===== config.mk =====
export PLATFORM = sky130hd
export DESIGN_NAME = mult_count_system_flat
export DESIGN_NICKNAME = d
export VERILOG_FILES = /design/src/rtl/mult_count_system_if.sv /design/src/rtl/mult_count_system.sv /design/src/flat_wrapper.sv
export SDC_FILE = /design/constraint.sdc
export NUM_CORES = 1
export LEC_CHECK = 0
export CAP_MARGIN = 20
export CORE_UTILIZATION = 61
export DETAILED_ROUTE_END_ITERATION = 7
export PLACE_DENSITY = 0.95
export SETUP_SLACK_MARGIN = 0.1
export SYNTH_ARGS = -nofsm -noshare
export SYNTH_HDL_FRONTEND = slang
export SYNTH_SLANG_ARGS = --single-unit

===== constraint.sdc =====
create_clock -name CLK -period 8.23 [get_ports CLK]
set_input_delay 1.646 -clock CLK [delete_from_list [all_inputs] [get_ports CLK]]
set_output_delay 1.646 -clock CLK [all_outputs]
set_load 0.01 [all_outputs]

===== src/rtl/mult_count_system_if.sv =====
// Observation bus for mult_count_system: count enable in, counter values,
// their sum and their product out.
interface mult_count_system_if #(
  parameter int WIDTH = 8
);
  logic                 CE;
  logic [WIDTH-1:0]     Q_1;
  logic [WIDTH-1:0]     Q_2;
  logic [WIDTH-1:0]     S;
  logic [2*WIDTH-1:0]   q;

  modport master (output CE, input Q_1, Q_2, S, q);
  modport slave  (input CE, output Q_1, Q_2, S, q);
endinterface


===== src/rtl/mult_count_system.sv =====
// mult_count_system: two wrapping counters sharing one count enable, a
// combinational modular sum of the counters and an unsigned product of them.
// The product is registered (one cycle behind the counters) by default.
// Defining MULT_COMB_EN removes the product register and drives q
// combinationally from the counters with zero latency.
module mult_count_system #(
  parameter int WIDTH  = 8,
  parameter int STEP_1 = 1,
  parameter int STEP_2 = 2
) (
  input  logic                 CLK,
  input  logic                 RST,
  mult_count_system_if.slave   bus
);

  logic [WIDTH-1:0] cnt_1;
  logic [WIDTH-1:0] cnt_2;

  // Modular add: carry out of the top bit is dropped, giving silent wrap.
  function automatic logic [WIDTH-1:0] wrap_add(input logic [WIDTH-1:0] a,
                                                input logic [WIDTH-1:0] b);
    wrap_add = a + b;
  endfunction

  // Full-width unsigned product; 2*WIDTH bits always holds the result.
  function automatic logic [2*WIDTH-1:0] umul(input logic [WIDTH-1:0] a,
                                              input logic [WIDTH-1:0] b);
    umul = {{WIDTH{1'b0}}, a} * {{WIDTH{1'b0}}, b};
  endfunction

  // Counter 1 advances by STEP_1 per enabled edge; reset wins over enable.
  always_ff @(posedge CLK) begin
    if (RST)
      cnt_1 <= '0;
    else if (bus.CE)
      cnt_1 <= wrap_add(cnt_1, WIDTH'(STEP_1));
  end

  // Counter 2 advances by STEP_2 per enabled edge; reset wins over enable.
  always_ff @(posedge CLK) begin
    if (RST)
      cnt_2 <= '0;
    else if (bus.CE)
      cnt_2 <= wrap_add(cnt_2, WIDTH'(STEP_2));
  end

  assign bus.Q_1 = cnt_1;
  assign bus.Q_2 = cnt_2;
  assign bus.S   = wrap_add(cnt_1, cnt_2);

`ifdef MULT_COMB_EN
  // Zero-latency product; reads zero during reset since both counters are zero.
  assign bus.q = umul(cnt_1, cnt_2);
`else
  logic [2*WIDTH-1:0] prod_p1;

  // Stage p1: product of the counter values seen before this edge, loaded
  // every non-reset edge regardless of CE so it catches up when counting stops.
  always_ff @(posedge CLK) begin
    if (RST)
      prod_p1 <= '0;
    else
      prod_p1 <= umul(cnt_1, cnt_2);
  end

  assign bus.q = prod_p1;
`endif

endmodule


===== src/flat_wrapper.sv =====
// flat-port wrapper written by rule: the top's interface ports become plain ports
module mult_count_system_flat 
#(
  parameter int WIDTH  = 8,
  parameter int STEP_1 = 1,
  parameter int STEP_2 = 2
)
  (CLK, RST, bus_CE, bus_Q_1, bus_Q_2, bus_S, bus_q);
  mult_count_system_if #(.WIDTH(WIDTH)) bus_i ();
  input  logic CLK;
  input  logic RST;
  input wire logic [$bits(bus_i.CE)-1:0] bus_CE;
  output wire logic [$bits(bus_i.Q_1)-1:0] bus_Q_1;
  output wire logic [$bits(bus_i.Q_2)-1:0] bus_Q_2;
  output wire logic [$bits(bus_i.S)-1:0] bus_S;
  output wire logic [$bits(bus_i.q)-1:0] bus_q;
  assign bus_i.CE = bus_CE;
  assign bus_Q_1 = bus_i.Q_1;
  assign bus_Q_2 = bus_i.Q_2;
  assign bus_S = bus_i.S;
  assign bus_q = bus_i.q;
  mult_count_system #(.WIDTH(WIDTH), .STEP_1(STEP_1), .STEP_2(STEP_2)) u_core (.CLK(CLK), .RST(RST), .bus(bus_i));
endmodule

==> results.cfg <==
[logic_synthesis]
synth-simple-area-share = 0.1976
synth_most_common_cell = inv_1
synth-xor-area-share = 0.04348
synth-seq-area-share = 0.1863
synthTopCellsByArea = fa_1 19%, dfxtp_1 19%, ha_1 18%, and2_1 6.8%, inv_1 6.4%
synthTopCellsByCount = 55 x inv_1, 46 x ha_1, 35 x and2_1
synthMuxAreaShare = 0.009317
syn_avg_cell_area_um2 = 8.904
synthAdderAreaFrac = 0.3711
synth_compound_area_frac = 0.09589
synth_top_family_by_area = adder cells
ys_ff_latch = 30
synth_edf_count = 0
syn_inst = 362
synth-main-ff-cell = dfxtp_1
netlist_area_um2 = 3223
synth_top_area_frac = 0.1925
yosysWarnings = 0
synth.distinct_cells = 47
ys_async_sr_fraction = 0
synth_top_cell_by_area = fa_1

[power]
powerDensity_nw_per_um2 = 81.72
power.leakage_nw = 1.827
vdd_ir_drop_max_mv = 0.06981

[worst_setup_path]
slowest_stage = dfxtp_1
endpoint_kind = primary output
cp_top_family = adder cells
crit_arrival_ps = 2920
critPathLaunchType = flip-flop
path_class = reg2out
cp_cell_sequence = ha_1, inv_1, fa_1, nor2b_1, o21ai_0, a21boi_1, mux2i_1, nand2_1, clkdlybuf4s50_1
path_max_fanout = 11
max_stage_delay_ps = 590
cp.required_ps = 6580
worst-path-buf-inv = 2

[place]
place_hpwl_mm = 5.121
io_buffers = 40
gp_congestion = 0.9075

[routing]
vias = 2589
route.detailed.drc = 0
firstDrtPassIters = 4
wire_per_inst_um = 14.41
viasPerCell = 5.568
wl_mm = 6.699
antenna_left = 0
drt_iter0_markers = 194

[clock_network]
postCtsHoldBufs = 0
post-cts-setup-buffer-count = 0
cts_root_buf = clkbuf_8
cts_resized = 0
clock_path_buffers = 2
cts_buffers = 5
cts_tree = built
htreeDepth = 2
clkLatencyLatePin_ps = 280
clock_sinks = 30
clk_pin_slew_ps = 60

[sta]
fin_skew_ps = 5.709
setup_viol = 0
period_share = 0.5543
rsz0062_at_grt = false
slew_violations = 0
finalCriticalPeriod_ps = 4562
slew_headroom = 0.6638
setup_tns_ps = 0
tightest_slew_ps = 502.8
fmax_mhz = 219.2
final_hold_viol_count = 0
whs_ps = 616.4

[finish]
nFillCells = 401
drive_gt1_frac = 0.04557
n_antenna_cell = 0
area_growth_pct = 15.45
fin_nets = 474

[floorplanning]
die_h_um = 74.69
die_w_um = 74.69
rows = 26
start_util = 0.6311
coreArea_um2 = 5107
io_pins = 43
die-area_um2 = 5579

[global_routing]
grt_max_degree = 31
first_global_vias = 2514
grt_pass1_wl_mm = 11.30
track_usage = 0.2693
grt_antenna_before_repair = 0
grt_overflow_total = 0

[run_status]
run_status = complete, no violations

[run]
drv_cap = 0

[worst_hold_path]
holdCritPathClass = reg2reg
==> where the power goes <==
| part | internal (mW) | leakage, nW | switching, mW |
|---|---|---|---|
| clock | 0.0673 | 0.0482 | 0.0548 |
| combinational | 0.0141 | 1.54 | 0.0127 |
| sequential | 0.148 | 0.242 | 0.00741 |
==> cells in the final DEF, fill, tap and decap left out, types with 2 or more instances in the layout <==
master	count
nor3_1	6
clkdlybuf4s50_1	40
and2_1	35
fa_1	31
o21a_1	3
nand4_1	5
a21oi_1	14
nand3_1	2
a211oi_1	2
a21o_1	4
conb_1	2
ha_1	46
nor2_1	25
inv_1	55
dfxtp_1	30
o21ai_0	9
and3_1	2
or3_1	4
xnor2_1	6
clkbuf_8	6
xor2_1	10
nand2_1	25
o21ai_1	3
mux2i_1	3
nor2b_1	5
nor3_2	2
==> area by class of cell <==
type	instances	area, um^2	area share
Clock buffer	7	86.33	0.02320
Clock inverter	1	5.005	0.001345
Inverter	55	206.4	0.05548
Multi-Input combinational cell	261	2320	0.6234
Sequential cell	30	600.6	0.1614
Tap cell	70	87.58	0.02354
Timing Repair Buffer	41	415.4	0.1116
==> worst reg2reg max path: cells and delay by family (launching register included) <==
kind | cells | cell delay (ps)
fa+ha+maj | 5 | 2470
flops | 1 | 590
compound gates | 4 | 760
simple gates | 2 | 210
buf+inv | 3 | 150
==> path summary, 6_finish.rpt <==
path / start / to / slack [ps] / cells past startpoint
setup / recovery: u_core.bus.Q_1[1] / bus_S[7] / 3670 / 9
hold / removal: u_core.bus.Q_2[1] / u_core.bus.q[1] / 620 / 2
setup reg to reg: u_core.bus.Q_1[0] / u_core.bus.q[15] / 3910 / 14
hold reg to reg: u_core.bus.Q_2[1] / u_core.bus.q[1] / 620 / 2
==> metal layers <==
| layer | global-route usage | share of wire | wire [um] |
|---|---|---|---|
| met1 | 0.3379 | 0.40 | 2702 |
| met2 | 0.4625 | 0.52 | 3460 |
| met3 | 0.04685 | 0.057 | 379 |
| met4 | 0.1048 | 0.023 | 157 |
| met5 | 0 | 0 | 0 |
==> registers in the layout (all words and copies together), names as in the netlist <==
name            cells
u_core.bus.q       15
u_core.bus.Q_1      8
u_core.bus.Q_2      7
==> cells by family after synthesis <==
kind of cell | after synthesis
fa+ha+maj | 77
buf+inv | 72
flops | 30
other cells | 1
mux | 3
compound gates | 45
xor+xnor | 16
simple gates | 118
==> stage by stage <==
stage	area [um^2]	std cells	util	power (mW)	setup WS (ps)
final	3721	465	0.7286	0.3041	3668
after global routing	3721	465	0.7286	0.3172	3511
after CTS	3706	464	0.7256	0.3038	3699
after detailed placement	3615	456	0.7077	0.1836	3892
after global placement	3615	456	0.7077	0.1824	3983
after floorplan	3227	363	-	0.1722	4152
No activity file was read; power rests on OpenSTA's default activity.
